[src/rtl/uart_pkg.sv]
// Shared UART-side types: data width and the transmit drain FSM states.
package uart_pkg;

  localparam int UART_DATA_WIDTH = 8;

  typedef enum logic [1:0] {
    IDLE,
    LAUNCH,
    WAIT_BUSY,
    WAIT_DONE
  } tx_drain_state_t;

endpackage

[src/rtl/sync_fifo.sv]
// Single-clock FIFO with a combinational head; a pop and a push each take effect on the next edge.
// Backpressure: a push is ignored when full and a pop is ignored when empty; the caller gates both.
module sync_fifo #(
  parameter int DATA_WIDTH = 8,
  parameter int DEPTH      = 16
) (
  input  logic                    clk,
  input  logic                    reset,
  input  logic                    push,
  input  logic [DATA_WIDTH-1:0]   push_data,
  input  logic                    pop,
  output logic [DATA_WIDTH-1:0]   head_data,
  output logic [$clog2(DEPTH):0]  level,
  output logic                    full,
  output logic                    empty
);
  localparam int AW = $clog2(DEPTH);
  localparam int LW = AW + 1;
  localparam logic [LW-1:0] FULL_LEVEL = LW'(DEPTH);

  logic [DATA_WIDTH-1:0] mem [DEPTH];
  logic [AW-1:0]         wr_ptr;
  logic [AW-1:0]         rd_ptr;
  logic                  do_push;
  logic                  do_pop;

  assign full      = (level == FULL_LEVEL);
  assign empty     = (level == '0);
  assign do_push   = push & ~full;
  assign do_pop    = pop & ~empty;
  assign head_data = mem[rd_ptr];

  // Storage has no reset: a zero level already marks every entry as stale.
  always_ff @(posedge clk) begin
    if (do_push) mem[wr_ptr] <= push_data;
  end

  always_ff @(posedge clk) begin
    if (reset) begin
      wr_ptr <= '0;
      rd_ptr <= '0;
      level  <= '0;
    end else begin
      if (do_push) wr_ptr <= wr_ptr + 1'b1;
      if (do_pop)  rd_ptr <= rd_ptr + 1'b1;
      case ({do_push, do_pop})
        2'b10:   level <= level + 1'b1;
        2'b01:   level <= level - 1'b1;
        default: level <= level;
      endcase
    end
  end

endmodule

[src/rtl/uart_tx_fifo.sv]
// Byte queue ahead of the UART transmitter; a push into an empty queue launches two edges later.
// Backpressure: wr_ready drops at DEPTH entries; the drain waits for tx_busy low before each launch.
module uart_tx_fifo
  import uart_pkg::*;
#(
  parameter int DATA_WIDTH   = UART_DATA_WIDTH,
  parameter int DEPTH        = 16,
  parameter int BUSY_TIMEOUT = 4
) (
  input  logic                    clk,
  input  logic                    reset,
  input  logic                    wr_valid,
  input  logic [DATA_WIDTH-1:0]   wr_data,
  output logic                    wr_ready,
  output logic                    tx_enable,
  output logic [DATA_WIDTH-1:0]   tx_data,
  input  logic                    tx_busy,
  output logic [$clog2(DEPTH):0]  level,
  output logic                    overflow,
  output logic                    tx_error
);
  localparam int CW = $clog2(BUSY_TIMEOUT + 1);
  localparam logic [CW-1:0] CNT_LAST = CW'(BUSY_TIMEOUT - 1);

  tx_drain_state_t       state;
  tx_drain_state_t       state_nxt;
  logic [CW-1:0]         cnt;
  logic                  fifo_full;
  logic                  fifo_empty;
  logic                  push;
  logic                  pop;
  logic                  cnt_clr;
  logic                  cnt_inc;
  logic                  err_set;
  logic [DATA_WIDTH-1:0] head_data;

  // Full is taken from the registered level, so a same-cycle pop never frees a slot.
  assign wr_ready  = ~fifo_full;
  assign push      = wr_valid & wr_ready;
  assign tx_enable = (state == LAUNCH);

  sync_fifo #(
    .DATA_WIDTH (DATA_WIDTH),
    .DEPTH      (DEPTH)
  ) u_fifo (
    .clk       (clk),
    .reset     (reset),
    .push      (push),
    .push_data (wr_data),
    .pop       (pop),
    .head_data (head_data),
    .level     (level),
    .full      (fifo_full),
    .empty     (fifo_empty)
  );

  always_comb begin
    state_nxt = state;
    pop       = 1'b0;
    cnt_clr   = 1'b0;
    cnt_inc   = 1'b0;
    err_set   = 1'b0;
    case (state)
      IDLE: begin
        if (!fifo_empty && !tx_busy) begin
          pop       = 1'b1;
          state_nxt = LAUNCH;
        end
      end
      LAUNCH: begin
        cnt_clr   = 1'b1;
        state_nxt = WAIT_BUSY;
      end
      WAIT_BUSY: begin
        // A byte whose frame never starts is dropped rather than retried.
        if (tx_busy) begin
          state_nxt = WAIT_DONE;
        end else if (cnt == CNT_LAST) begin
          err_set   = 1'b1;
          state_nxt = IDLE;
        end else begin
          cnt_inc = 1'b1;
        end
      end
      WAIT_DONE: begin
        if (!tx_busy) state_nxt = IDLE;
      end
      default: state_nxt = IDLE;
    endcase
  end

  always_ff @(posedge clk) begin
    if (reset) begin
      state    <= IDLE;
      cnt      <= '0;
      tx_data  <= '0;
      overflow <= 1'b0;
      tx_error <= 1'b0;
    end else begin
      state <= state_nxt;
      if (cnt_clr)                cnt      <= '0;
      else if (cnt_inc)           cnt      <= cnt + 1'b1;
      if (pop)                    tx_data  <= head_data;
      if (wr_valid && fifo_full)  overflow <= 1'b1;
      if (err_set)                tx_error <= 1'b1;
    end
  end

endmodule

[config.mk]
export PLATFORM = sky130hd
export DESIGN_NAME = uart_tx_fifo
export DESIGN_NICKNAME = d
export VERILOG_FILES = /design/src/rtl/uart_pkg.sv /design/src/rtl/sync_fifo.sv /design/src/rtl/uart_tx_fifo.sv
export SDC_FILE = /design/constraint.sdc
export NUM_CORES = 1
export LEC_CHECK = 0
export ABC_CLOCK_PERIOD_IN_PS = 2800
export CAP_MARGIN = 20
export CORE_UTILIZATION = 40
export CTS_BUF_LIST = sky130_fd_sc_hd__clkbuf_4 sky130_fd_sc_hd__clkbuf_8
export DETAILED_ROUTE_END_ITERATION = 8
export PLACE_DENSITY = 0.61
export SLEW_MARGIN = 10
export SYNTH_ARGS = -nofsm -noshare
export SYNTH_HDL_FRONTEND = slang
export SYNTH_HIERARCHICAL = 1
export SYNTH_SLANG_ARGS = --single-unit
[constraint.sdc]
create_clock -name clk -period 2.8 [get_ports clk]
set_input_delay 0.56 -clock clk [delete_from_list [all_inputs] [get_ports clk]]
set_output_delay 0.56 -clock clk [all_outputs]
set_load 0.02 [all_outputs]
# Word level (Yosys, flattened, before mapping)

Memory sizes are Yosys's and may differ from the RTL's. A register that Yosys moved wholly into a read port is not among the register bits.
Index checks and enable logic that the tools add are counted.
W data, S select, Z words.

Mux-type cells: 17
Equal/unequal tests: 10
Reduce and logical (&&, ||, !) cells: 9
Bitwise gates (word level): 5
Add/sub/neg operators: 5

Operators by type and width:

| kind                  | count |
|---|---|
| $mux W1               | 11 |
| $pmux W5 S2           | 1 |
| $add A4 B1 Y4 const B | 2 |
| $mux W2               | 4 |
| $pmux W2 S4           | 1 |
| $eq A2 B2 Y1 const B  | 3 |
| $add A5 B1 Y5 const B | 1 |
| $eq A5 B5 Y1 const B  | 1 |
| $logic_not A5 Y1      | 1 |
| $sub A5 B1 Y5 const B | 1 |
| $eq A2 B1 Y1 const B  | 2 |
| $ne A2 B2 Y1 const B  | 2 |
| $add A3 B1 Y3 const B | 1 |
| $and A1 B1 Y1         | 3 |
| $eq A3 B2 Y1 const B  | 1 |
| $ne A3 B3 Y1 const B  | 1 |
| $reduce_and A3 Y1     | 1 |
| $logic_and A1 B1 Y1   | 2 |
| $logic_not A1 Y1      | 2 |
| $logic_not A2 Y1      | 1 |
| $not A1 Y1            | 2 |
| $reduce_bool A2 Y1    | 1 |
| $reduce_or A2 Y1      | 1 |

Bits in registers: 20
Memories kept: 1
RAM bits: 128
Input port bits: 12
Logic and storage cells: 54

Memory list:

| memory     | depth | bits a word | read ports | clocked after memory_dff | wr ports | RTL line        | RTL |
|---|---|---|---|---|---|---|---|
| u_fifo.mem | 16    | 8           | 1          | 1                        | 1        | sync_fifo.sv:21 | `logic [DATA_WIDTH-1:0] mem [DEPTH];` |

# Depth between registers and ports, before layout

Depth in word-level cells: 8
Mapped depth: 16
Gate-level depth less buffers: 12

# Cells and area by module

Netlist, hierarchy kept.

By module, submodules not included:

| module       | sequential area each (µm²) | area each (µm²) | times used | cells each |
|---|---|---|---|---|
| sync_fifo    | 4184.0                     | 5974.5          | 1          | 305 |
| uart_tx_fifo | 300.3                      | 596.8           | 1          | 66 |

# Least setup slack after synthesis

Ideal clock, no wire load.

Kind: register -> register
Start: reg u_fifo.level[2]
End: reg u_fifo.level[2]
Setup slack: -448 ps
Arrival: 3177 ps
Cell stages (with the launch flop): 17
Cell sequence: dfxtp_1 -> buf_2 -> or4_1 -> buf_2 -> nor2_1 -> or4_1 -> buf_6 -> clkinv_8 -> o21ai_4 -> inv_1 -> ha_1 -> clkbuf_1 -> xor2_1 -> ha_1 -> o21a_1 -> or4_1 -> a21oi_1

Longest elaborated chain between the ends: 8

RTL lines:

| what                                                     | RTL line           | RTL |
|---|---|---|
| start, declared                                          | sync_fifo.sv:13    | `output logic [$clog2(DEPTH):0] level,` |
| start signal, assigned                                   | sync_fifo.sv:47    | `2'b10: level <= level + 1'b1;` |
| start signal, assigned                                   | sync_fifo.sv:48    | `2'b01: level <= level - 1'b1;` |
| start signal, assigned                                   | sync_fifo.sv:49    | `default: level <= level;` |
| $logic_not A5 Y1 *                                       | sync_fifo.sv:28    | `assign empty = (level == '0);` |
| named net fifo_empty                                     | uart_tx_fifo.sv:29 | `logic fifo_empty;` |
| $logic_not A1 Y1 *                                       | uart_tx_fifo.sv:65 | `if (!fifo_empty && !tx_busy) begin` |
| $logic_and A1 B1 Y1 *                                    | uart_tx_fifo.sv:65 |  |
| $mux W1 *                                                | uart_tx_fifo.sv:65 |  |
| $mux W1 *                                                | uart_tx_fifo.sv:63 | `case (state)` |
| named net pop                                            | uart_tx_fifo.sv:31 | `logic pop;` |
| $and A1 B1 Y1 *                                          | sync_fifo.sv:30    | `assign do_pop = pop & ~empty;` |
| named net u_fifo.do_pop                                  | sync_fifo.sv:25    | `logic do_pop;` |
| $eq A2 B1 Y1 / $eq A2 B2 Y1 (equally long branches)      | sync_fifo.sv:46    | `case ({do_push, do_pop})` |
| $pmux W5 S2 / $reduce_bool A2 Y1 (equally long branches) | -                  |  |

Mark *: on every way through the listed nets, which the timed path passes. The rest lies on a longest branch.
A chain may end at the register's enable or synchronous reset.

# Final worst setup path

Start: reg u_fifo.level[1]
End: reg u_fifo.level[2]

Same word-level chain as after synthesis.

==> flow_summary.json <==
{
  "status": "completed",
  "area_growth_pct": 17.86,
  "synth_top_cell_area_share_pct": 58.49,
  "power.leakage_uw": 0.002587,
  "end_kind": "flip-flop",
  "drv_cap": 0,
  "clock_skew_ns": 0.008248,
  "multi_input_area_sq_um": 1948,
  "dp_hpwl_mm": 8.293,
  "synth_seq_cells": 160,
  "antenna_found_initial": 0,
  "min_period_ns": 2.733,
  "max_slew.worst_pin.slew_ns": 0.5637,
  "cp_max_fo": 3,
  "coreArea_sq_um": 15940,
  "synth_area_per_cell_sq_um": 17.71,
  "die_area_sq_um": 16940,
  "fill_cells": 1397,
  "rows": 46,
  "slew_violations": 0,
  "worst_hold_path_type": "flip-flop to flip-flop",
  "ys_seq_area_share_pct": 68.24,
  "initial_utilization_pct": 41.22,
  "pre_cts_ws_ns": -0.2288,
  "hold_viol_final": 0,
  "num_antenna_cells": 0,
  "async_reset_ff_share_pct": 0,
  "drt_pass1_iterations": 4,
  "synth_ff_type": "edfxtp_1",
  "insertion_delay_ns": 0.44,
  "cts_tree": "done",
  "ios": 29,
  "cts-root-buf": "clkbuf_8",
  "fin_crit_sh_pct": 97.62,
  "die_w_microns": 130.2,
  "post_drt_wl_per_cell_microns": 18.04,
  "layout_setup_ws_ns": 0.06672,
  "yosysWarnings": 6,
  "num_vias": 3454,
  "fin_cells": 673,
  "critPathRequiredTime_ns": 3.18,
  "grtUsageTotal_pct": 15.71,
  "dp.cells": 639,
  "fmax_mhz": 365.9,
  "yosysTopAreaCell": "edfxtp_1",
  "path_class": "flip-flop to flip-flop",
  "regArea_sq_um": 4493,
  "cts.reportedPaths.clkPinSlew_ns": 0.08,
  "p_per_area_nw_per_um2": 768.9,
  "synth_area_sq_um": 6571,
  "detail-route-antenna-nets": 0,
  "grt_pass1_wl_mm": 18.98,
  "vdd_ir_drop_max_mv": 0.3635,
  "finalSetupViolCount": 0,
  "cts_max_level": 4,
  "fin_nets": 466,
  "place.gp.congestion": 0.7797,
  "relSlewSlack_pct": 62.37,
  "grt_max_degree": 33,
  "netlist_instances": 371,
  "wl_mm": 12.14,
  "arrival_ns": 3.11,
  "grt_pass1_vias": 3415,
  "cts_buffers": 17,
  "drive_gt1_share_pct": 23.41,
  "port_buffers": 28,
  "yosys-top-cells-area": "edfxtp_1, mux4_1, dfxtp_1",
  "drc": 0,
  "cts_max_path_buffers": 2,
  "startpoint_type": "flip-flop",
  "cts_sinks": 160,
  "synthesis.nets": 393,
  "synth.distinct_cells": 46,
  "synth_edf_count": 128,
  "vias_per_cell": 5.132,
  "drt_iter0_markers": 284,
  "grt_overflow": 0,
  "die_y_microns": 130.2,
  "cts-hold-fix-buffers": 0
}
==> layout by cell type (no fill, tap or decap), types with 3 or more instances in the layout <==
master / n
a21oi_1: 13
buf_4: 44
clkbuf_8: 17
clkdlybuf4s50_1: 27
clkinv_1: 4
clkinvlp_4: 3
dfxtp_1: 27
dfxtp_2: 4
edfxtp_1: 128
ha_1: 8
inv_1: 8
mux2i_1: 4
mux4_1: 28
mux4_2: 12
nand2_1: 23
nand2b_1: 3
nand3b_1: 3
nor2_1: 29
nor2b_1: 3
nor3_1: 9
o211ai_1: 3
o21a_1: 4
or4_4: 3
xor2_1: 7
==> state kept, by name, summed over array words and instances (netlist names), named ones only <==
signal / cells
u_fifo/mem: 128
tx_data: 8
u_fifo/level: 5
u_fifo/rd_ptr: 4
u_fifo/wr_ptr: 4
cnt: 3
state: 2
overflow: 1
tx_error: 1
==> cells by family (layout without fill, tap and decap cells) <==
logic type	Yosys count	in the layout	synth area share [%]
AO/OA/AOI/OAI	35	35	3.922
XOR/XNOR	9	9	1.200
adder cells (fa/ha/maj)	10	10	1.904
buffers and inverters	30	116	2.647
flip-flops	160	160	68.24
multiplexers	44	44	15.92
AND/OR/NAND/NOR	83	83	6.169
==> report_power, final <==
group	switching [uW]	total (uW)	internal (uW)
combinational	789	1620	828
clock	832	1460	631
sequential	133	2880	2740
total	1750	5960	4200
==> critical path, cell delays in order (launching register included) <==
cell	delay (ns)
dfxtp_2	0.33
or4_4	0.57
nor2_4	0.11
or4_4	0.17
clkinv_8	0.05
o21ai_4	0.05
inv_1	0.07
ha_2	0.19
xor2_1	0.14
ha_2	0.19
o21a_1	0.19
or4_4	0.49
a21oi_2	0.12
==> layer usage <==
layer,track usage [%],wire length (microns),vias to the layer above
met1,20.46,5661,1758
met2,25.22,6038,54
met3,3.854,335,11
met4,6.566,107,0
li1,-,-,1631
met5,0,0,-
==> Yosys cell counts (all sizes together) (7+ instances only) <==
cell	number
buf	11
mux4	40
edfxtp	128
nor2	31
inv	8
a21oi	14
clkbuf	9
xor2	7
nor3	9
ha	10
nand2	23
dfxtp	32
==> stage by stage <==
stage          cell area, sq um  setup TNS [ns]  total power, uW  hold WS (ns)  utilization, %
6_report                   7745               0             5955        0.4627           48.58
5_1_grt                    7745       -0.007688             6235        0.4766           48.58
4_1_cts                    7696               0             5922        0.4640           48.27
3_5_place_dp               7360         -0.4654             4463        0.4528           46.16
3_3_place_gp               7360         -0.4106             4434        0.4464           46.16
2_1_floorplan              6615         -0.2032             3916        0.4757               -
==> area by class of cell <==
class | instances | share of cell area (%)
clock inverters | 13 | 1.147
clock buffers | 19 | 3.215
inverters | 10 | 0.6624
well taps | 216 | 3.489
repair buffers | 74 | 8.320
flip-flops and latches | 160 | 58.01
multi-input cells | 181 | 25.15
==> repair_timing <==
action,4_1_cts,5_1_grt
pin swaps,0,4
setup endpoints to repair,1,2
gates resized for setup,1,9
setup buffers,0,2
==> final timing paths <==
path                                start                           end  slack (ns)  depth (start not counted)
max          u_fifo/level[1]$_SDFFE_PP0P_  u_fifo/level[2]$_SDFFE_PP0P_        0.07                         12
min               tx_data[0]$_SDFFE_PP0P_       tx_data[0]$_SDFFE_PP0P_        0.46                          2
max reg2reg  u_fifo/level[1]$_SDFFE_PP0P_  u_fifo/level[2]$_SDFFE_PP0P_        0.07                         12
min reg2reg       tx_data[0]$_SDFFE_PP0P_       tx_data[0]$_SDFFE_PP0P_        0.46                          2
(Power assumes the default switching activity.)
